## config.mk

```make
export PLATFORM = sky130hd
export DESIGN_NAME = polyz_pack_stream
export DESIGN_NICKNAME = d
export VERILOG_FILES = /design/src/rtl/dilithium_pkg.sv /design/src/rtl/polyz_coeff_map.sv /design/src/rtl/polyz_pack_stream.sv
export SDC_FILE = /design/constraint.sdc
export NUM_CORES = 1
export LEC_CHECK = 0
export ABC_AREA = 1
export CORE_AREA = 3 3 111 124
export DETAILED_ROUTE_END_ITERATION = 7
export DIE_AREA = 0 0 114 127
export PLACE_DENSITY_LB_ADDON = 0.2
export REMOVE_ABC_BUFFERS = 1
export SKIP_CTS_REPAIR_TIMING = 1
export SYNTH_ARGS = -nofsm -noshare
export SYNTH_HDL_FRONTEND = slang
export SYNTH_SLANG_ARGS = --single-unit
```

## constraint.sdc

```tcl
create_clock -name clk -period 4.4 [get_ports clk]
set_input_delay 0.44 -clock clk [delete_from_list [all_inputs] [get_ports clk]]
set_output_delay 0.44 -clock clk [all_outputs]
set_load 0.01 [all_outputs]
```

## src/rtl/dilithium_pkg.sv

```systemverilog
// rtl/dilithium_pkg.sv - shared Dilithium constants for the z-vector packer
package dilithium_pkg;
   localparam int N = 256;
   localparam logic [31:0] GAMMA1_17 = 32'h0002_0000;
   localparam logic [31:0] GAMMA1_19 = 32'h0008_0000;
   localparam int ZW_17 = 18;
   localparam int ZW_19 = 20;

   function automatic logic [31:0] gamma1_of(input logic sel);
      return sel ? GAMMA1_19 : GAMMA1_17;
   endfunction
endpackage

```

## src/rtl/polyz_coeff_map.sv

```systemverilog
// rtl/polyz_coeff_map.sv - maps coefficient a to t = GAMMA1 - a, truncated to ZW bits
import dilithium_pkg::*;

module polyz_coeff_map (
   input  logic [31:0] a,
   input  logic        sel,
   output logic [19:0] t
);
   logic [31:0] diff;

   always_comb begin
      diff = gamma1_of(sel) - a;
      t    = sel ? diff[19:0] : {2'b00, diff[17:0]};
   end
endmodule

```

## src/rtl/polyz_pack_stream.sv

```systemverilog
// rtl/polyz_pack_stream.sv - streaming z-polynomial bit packer with valid/ready ports
import dilithium_pkg::*;

module polyz_pack_stream #(
   parameter int N         = 256,
   parameter int OUT_BYTES = 1
) (
   input  logic                   clk,
   input  logic                   rst,
   input  logic                   start,
   input  logic                   gamma1_sel,
   input  logic                   in_valid,
   output logic                   in_ready,
   input  logic [31:0]            in_coeff,
   output logic                   out_valid,
   input  logic                   out_ready,
   output logic [8*OUT_BYTES-1:0] out_data,
   output logic                   out_last,
   output logic                   busy,
   output logic                   done
);
   localparam int OW    = 8 * OUT_BYTES;
   localparam int BUF_W = OW + 32;
   localparam int CW    = $clog2(BUF_W + 1);
   localparam int NW    = $clog2(N + 1);

   localparam logic [1:0] S_IDLE  = 2'd0;
   localparam logic [1:0] S_PACK  = 2'd1;
   localparam logic [1:0] S_DRAIN = 2'd2;

   logic [1:0]       state;
   logic [BUF_W-1:0] acc_buf;
   logic [CW-1:0]    cnt;
   logic [NW-1:0]    ccnt;
   logic             mode;
   logic             done_r;

   logic [19:0]      t;
   logic [CW-1:0]    zw;
   logic             accept;
   logic             emit;
   logic [BUF_W-1:0] base_buf;
   logic [CW-1:0]    base_cnt;
   logic [BUF_W-1:0] ins;

   polyz_coeff_map u_map (
      .a   (in_coeff),
      .sel (mode),
      .t   (t)
   );

   assign zw        = mode ? CW'(ZW_19) : CW'(ZW_17);
   assign in_ready  = (state == S_PACK) && (cnt <= CW'(BUF_W) - zw);
   assign out_valid = (state != S_IDLE) && (cnt >= CW'(OW));
   assign out_data  = acc_buf[OW-1:0];
   assign out_last  = out_valid && (state == S_DRAIN) && (cnt == CW'(OW));
   assign busy      = (state != S_IDLE);
   assign done      = done_r;
   assign accept    = in_valid && in_ready;
   assign emit      = out_valid && out_ready;

   // The new coefficient lands just above whatever survives this cycle's shift-out.
   always_comb begin
      base_buf = emit ? (acc_buf >> OW) : acc_buf;
      base_cnt = emit ? (cnt - CW'(OW)) : cnt;
      ins      = accept ? (BUF_W'(t) << base_cnt) : '0;
   end

   always_ff @(posedge clk) begin
      if (rst) begin
         state   <= S_IDLE;
         acc_buf <= '0;
         cnt     <= '0;
         ccnt    <= '0;
         mode    <= 1'b0;
         done_r  <= 1'b0;
      end else begin
         done_r <= 1'b0;
         case (state)
            S_IDLE: begin
               if (start && !done_r) begin
                  state   <= S_PACK;
                  mode    <= gamma1_sel;
                  acc_buf <= '0;
                  cnt     <= '0;
                  ccnt    <= '0;
               end
            end
            S_PACK: begin
               acc_buf <= base_buf | ins;
               cnt     <= base_cnt + (accept ? zw : CW'(0));
               if (accept) begin
                  ccnt <= ccnt + NW'(1);
                  if (ccnt == NW'(N - 1))
                     state <= S_DRAIN;
               end
            end
            S_DRAIN: begin
               acc_buf <= base_buf;
               cnt     <= base_cnt;
               if (emit && out_last) begin
                  state  <= S_IDLE;
                  done_r <= 1'b1;
               end
            end
            default: state <= S_IDLE;
         endcase
      end
   end

   // Every legal polynomial is a whole number of output words.
   assert property (@(posedge clk) disable iff (rst) (emit && out_last) |=> (cnt == '0));
endmodule

```

==> metrics.txt, run 1 <==
Max transition margin=roughly two fifths; reg-to-reg endpoint=acc_buf[19]; clock buffer count from CTS=9; initial antenna violation count=0; number of distinct library cells after synthesis=between 40 and 50; tightest hold margin=0.4620 ns; Slowest-stage cell, CP=dfxtp_1; Setup Crit Path Kind=flip-flop to flip-flop; Arr. time, crit path=around 3.4 ns; die area=~0.014 mm²; period utilization=between 70% and 80%; io pins=a little over 50; Starting Density=about two fifths; Post-synth ARST share=0%; Final Slew Violations=0; syn_area_per_cell=approximately 5.7 µm²; DRT antenna net count=0; vias in the first global route=5290; HP Start=acc_buf[18]; Clock Skew=0.005309 ns; DR vias=~5600; Core Area=0.01259 mm²; number of max-cap violations=0; worst hold path class=flip-flop to flip-flop; largest net degree at the start of global routing=48; clock period minus worst slack=about 3.2 ns; share of cells above drive strength 1=5.169%; die width=around 110 µm; Fmax=315.1 MHz; vias per cell=roughly 5.4; CTS tree=done; Worst-path clk slew=roughly 0.060 ns; WHS Endpoint=acc_buf[18]; P_leak=0.002452 µW; GPL Wtd Cong=0.9423; PwrDens=approximately 440 mW/mm²; Hold Fails Final Rpt=0; CTS Sinks=just under 60; Slew @ Worst Pin=0.9201 ns; Reg2Reg Launch Point=cnt[2]; die span in y=127 µm; Rows=43; # DRC=0; CP endpoint kind=flip-flop; sequential area share after synthesis=a little under a quarter; RSZ-0062 raised after global routing=no; PortBufs=38; DR iter-0 viols=approximately 450; top cell type's share of synthesized area=around 23%; most numerous cell in the Yosys netlist=nand2_1; First-pass DRT Iterations=5; Setup violations, final=0; Area Overhead vs Synth=14.95%; synth cell count leaders=251 x nand2_1, 135 x nand3_1, 87 x nor2_1; Post-Synthesis Cell Area=approximately 0.005 mm²; setup ws final=1.227 ns; Post-synth EDFFs=0; worst-path fanout max=44; DP HPWL=between 10 and 15 mm; worst r2r path cells=12; status=completed; drt total wl=roughly 16 mm; gr ovfl total=0; Max IR drop VDD=0.0004204 V; Ys Warns=0; aggregate global-route resource usage=22.15%; nets=roughly 940; reg2reg setup slack=around 1.2 ns; synthesized flop and latch total=slightly below 60; first-pass GRT wire length=between 20 and 30 mm; Synth area leader=dfxtp_1; CTS H-tree depth=3; CTS Root Cell=clkbuf_16; worst skew pair latency=between 0.3 and 0.4 ns; CP max stage delay=approximately 0.89 ns; deepest clock path buffer count=2; Synth Flop Type=dfxtp_1; wire per inst=about 15 µm; Ant. Diodes=0; Req. time, crit path=between 4 and 5 ns; Hold Crit Depth=2; setup TNS=0 ns; synth top area cells=dfxtp_1 23%, nand2_1 19%, nand3_1 13%; Mapped Cells=about 900; Startpoint Class=flip-flop; crit path cell chain=nor2_1, nand4_1, o21ai_2, nand2_4, buf_4, clkinv_1, o21ai_0, o21ai_1, a21oi_1, nand2_1, nand2_1, a21oi_1; Place WS=between 1 and 1.5 ns
## sequential cells by signal, indices dropped and copies added, names as in the netlist
register  count
mode          1
ccnt          9
state         2
cnt           5
done          1
acc_buf      40
## cell families (layout without fill, tap and decap cells)
group | Yosys count | count (layout) | share of synthesized area (%)
and+or+nand+nor | 503 | 503 | 43.04
buffers and inverters | 128 | 143 | 10.88
DFF | 58 | 58 | 23.17
xor gates and xnor gates | 3 | 3 | 0.5243
AOI/OAI and AO/OA | 165 | 165 | 17.90
adders and majority gates | 15 | 15 | 3.894
muxes | 3 | 3 | 0.5991
## worst max-delay path: cells and delay by family, from the launching register on
family                 cells  cell delay (ns)
flip-flops                 1             0.89
buffers and inverters      2             0.85
AO/OA/AOI/OAI              5             0.78
AND/OR/NAND/NOR            5             0.45
## worst max path at each step
stage	start	to	slack, ns	depth (start not counted)
6_report	cnt[2]	acc_buf[19]	1.23	12
2_1_floorplan	cnt[1]	cnt[5]	1.26	17
4_1_cts	cnt[2]	acc_buf[19]	1.23	12
3_3_place_gp	cnt[2]	acc_buf[12]	1.33	11
5_1_grt	cnt[2]	acc_buf[9]	0.92	11
3_5_place_dp	cnt[2]	acc_buf[19]	1.25	12
## layer usage
| metal | wire length, µm | vias to the layer above | global-route usage (%) |
|---|---|---|---|
| met5 | 0 | - | 0 |
| met2 | 7549 | 140 | 37.01 |
| met3 | 810 | 23 | 4.074 |
| met4 | 335 | 0 | 8.875 |
| met1 | 6812 | 2562 | 28.05 |
| li1 | - | 2898 | - |
## stage by stage
step	area (µm²)	power (µW)	utilization, %	cells
global placement	5413	1717	42.99	1031
detailed placement	5413	1719	42.99	1031
finish	5762	2545	45.77	1047
global route	5762	2734	45.77	1047
CTS	5762	2557	45.77	1047
floorplan	4763	1319	-	826
## report_power, final
group	internal, µW	total, µW	switching [µW]
Clock	558	826	267
Sequential	558	606	48.2
Combinational	319	1110	794
## cells in the final DEF, fill, tap and decap left out, types with 4 or more instances in the layout
cell type	n
a211oi_1	4
a21oi_1	74
buf_4	10
clkbuf_16	9
clkbuf_8	4
clkdlybuf4s50_1	37
dfxtp_1	58
ha_1	14
inv_1	75
nand2_1	251
nand3_1	135
nand4_1	7
nor2_1	86
nor3_1	4
o211ai_1	8
o21ai_0	55
o21ai_1	8
o21bai_1	6
o22ai_1	4
## area by class of cell
cell class / instances / area, µm²
inverters: 79 / 296.5
flip-flops and latches: 58 / 1161
multi-input cells: 689 / 3308
well taps: 157 / 196.4
fillers: 1371 / 6828
repair buffers: 48 / 450.4
clock inverters: 3 / 68.82
clock buffers: 13 / 280.3
No activity file was read; power rests on OpenSTA's default activity.
==> run 2: changes to the inputs <==
==> constraint.sdc (replaced) <==
create_clock -name clk -period 2.62 [get_ports clk]
set_input_delay 0.262 -clock clk [delete_from_list [all_inputs] [get_ports clk]]
set_output_delay 0.262 -clock clk [all_outputs]
set_load 0.01 [all_outputs]
==> run 2 against run 1 <==
Clock-buffer cell count unchanged. Setup slack worse by 1.1 ns. Sequential share of layout area down 0.69 points. First-iteration DRC count down 2.0%. Critical path depth up 5. Critical path type unchanged. Largest power group unchanged. Highest routed layer unchanged.
==> metrics.txt, run 2 (synthesis gave the netlist of run 1 again) <==
reg2reg setup slack=0.12 ns; Crit path top cell by count=nand2_1; setup TNS=0 ns; GPL Wtd Cong=0.9083; deepest clock path buffer count=2; clock buffer count from CTS=9; First-pass DRT Iterations=5; most common cell after layout, fill and taps aside=nand2_1; CTS Sinks=58; DR iter-0 viols=around 450; Req. time, crit path=approximately 2.8 ns; nets=just under 1000; DRT antenna net count=0; Startpoint Class=flip-flop; Rows=43; Starting Density=approximately 40%; status=completed; CTS H-tree depth=3; CP max stage delay=0.35 ns; vias per cell=5.386; initial antenna violation count=0; Reg with most FFs=acc_buf; wire per inst=between 10 and 15 µm; Area Overhead vs Synth=19.02%; DR vias=5763; Worst-path clk slew=roughly 0.05 ns; combinational share of power=around 50%; Core Area=0.01259 mm²; largest net degree at the start of global routing=between 40 and 50; part of the power in registers=23.3%; Setup Crit Path Kind=flip-flop to flip-flop; WHS Endpoint=cnt[2]; Sw Pwr=approximately 1800 µW; Clock Skew=roughly 0.0055 ns; Slew @ Worst Pin=between 0.5 and 0.6 ns; reg-to-reg endpoint=cnt[5]; multi-input logic area=0.003343 mm²; P_leak=~0.0025 µW; die span in y=around 130 µm; DP HPWL=11.54 mm; worst hold path class=primary input to flip-flop; Setup violations, final=0; clock period minus worst slack=2.495 ns; Slowest-stage cell, CP=fa_1; Hold Fails Final Rpt=0; Max IR drop VDD=around 0.0005 V; most frequent cells in the layout=250 x nand2_1, 135 x nand3_1, 87 x nor2_1; HP Start=rst; number of max-cap violations=0; switch share=between 40% and 50%; Fmax=400.7 MHz; Reg2Reg Launch Point=mode; total chip power=approximately 4200 µW; period utilization=between 90% and 100%; Max transition margin=between 60% and 70%; PortBufs=38; # fillers=~1400; Final Slew Violations=0; worst-path fanout max=4; internal power contribution=roughly 2300 µW; io pins=51; vias in the first global route=~5500; # DRC=0; share of cells above drive strength 1=between 7 and 8%; Clock power frac=around 27%; die width=114 µm; worst skew pair latency=0.34 ns; gr ovfl total=0; worst r2r path cells=17; CTS Root Cell=clkbuf_16; crit path cell chain=inv_1, ha_1, nor2_1, nand2_1, nand2_1, nand2_1, nand4_4, nor2_1, ha_1, inv_1, fa_1, inv_1, nand2_1, o21bai_2, a21oi_1, o21ai_1, a21oi_1; Hold Crit Depth=4; register area=approximately 0.0012 mm²; CP endpoint kind=flip-flop; Placed Area=approximately 0.0056 mm²; RSZ-0062 raised after global routing=yes; die area=0.01448 mm²; max reg flops=40; biggest registers after layout=acc_buf (40), ccnt (9), cnt (5); Layout Utilization=a little under half; CTS tree=done; aggregate global-route resource usage=a little under a quarter; Arr. time, crit path=about 2.7 ns; first-pass GRT wire length=between 20 and 30 mm; Non-Filler Cell Area, Final=between 0.005 and 0.006 mm²; PwrDens=approximately 700 mW/mm²; Ant. Diodes=0; drt total wl=approximately 16 mm
[run 2: worst max-delay path by stage]
| stage | startpoint | to | slack (ns) | depth (start not counted) |
|---|---|---|---|---|
| after detailed placement | mode | cnt[5] | 0.07 | 17 |
| after floorplan | cnt[1] | cnt[5] | -0.52 | 17 |
| after global placement | mode | cnt[5] | 0.09 | 17 |
| after CTS | mode | cnt[5] | 0.06 | 17 |
| final | mode | cnt[5] | 0.12 | 17 |
| after global routing | mode | cnt[5] | -0.07 | 17 |
[run 2: critical path, delay by kind of cell, from the launching register on]
family,cells,cell delay (ns)
AND/OR/NAND/NOR,7,0.57
AO/OA/AOI/OAI,4,0.45
buffers and inverters,3,0.22
adder cells (fa/ha/maj),3,0.80
flip-flops,1,0.32
[run 2: area by class of cell]
class | count | share of cell area [%]
clock buffer | 13 | 4.027
inverter | 79 | 5.013
sequential | 58 | 19.46
clock inverter | 3 | 0.6711
timing repair buffer | 71 | 11.49
tap | 157 | 3.293
multi-input combinational | 689 | 56.04
[run 2: metal layers]
metal / wire length, µm / vias up / GRT usage, %
met2: 7506 / 128 / 38.46
met5: 0 / - / 0
met4: 570 / 0 / 10.62
li1: - / 2949 / -
met1: 6955 / 2644 / 27.66
met3: 558 / 42 / 3.884
[run 2: stage by stage]
| step | worst slack [ns] | cells | hold slack, ns |
|---|---|---|---|
| 4_1_cts | 0.05578 | 1070 | 0.3513 |
| 6_report | 0.1247 | 1070 | 0.3864 |
| 5_1_grt | -0.06883 | 1070 | 0.4056 |
| 2_1_floorplan | -0.5192 | 826 | 0.3244 |
| 3_3_place_gp | 0.09091 | 1054 | 0.4474 |
| 3_5_place_dp | 0.07300 | 1054 | 0.4562 |
[run 2: power by group through the flow]
stage / Sequential [µW] / Combinational [µW] / Clock, µW
finish: 973 / 2060 / 1140
global route: 980 / 2310 / 1210
detailed placement: 991 / 2020 / 0
floorplan: 1040 / 1170 / 0
CTS: 973 / 2030 / 1170
global placement: 989 / 2020 / 0
==> run 3: changes to the inputs <==
--- a/config.mk
+++ b/config.mk
@@ -12,6 +12,7 @@
 export PLACE_DENSITY_LB_ADDON = 0.2
 export REMOVE_ABC_BUFFERS = 1
 export SKIP_CTS_REPAIR_TIMING = 1
+export SLEW_MARGIN = 20
 export SYNTH_ARGS = -nofsm -noshare
 export SYNTH_HDL_FRONTEND = slang
 export SYNTH_SLANG_ARGS = --single-unit
==> results of run 3 <==
Same layout as run 2: the final DEF is identical, and so are final timing and power.
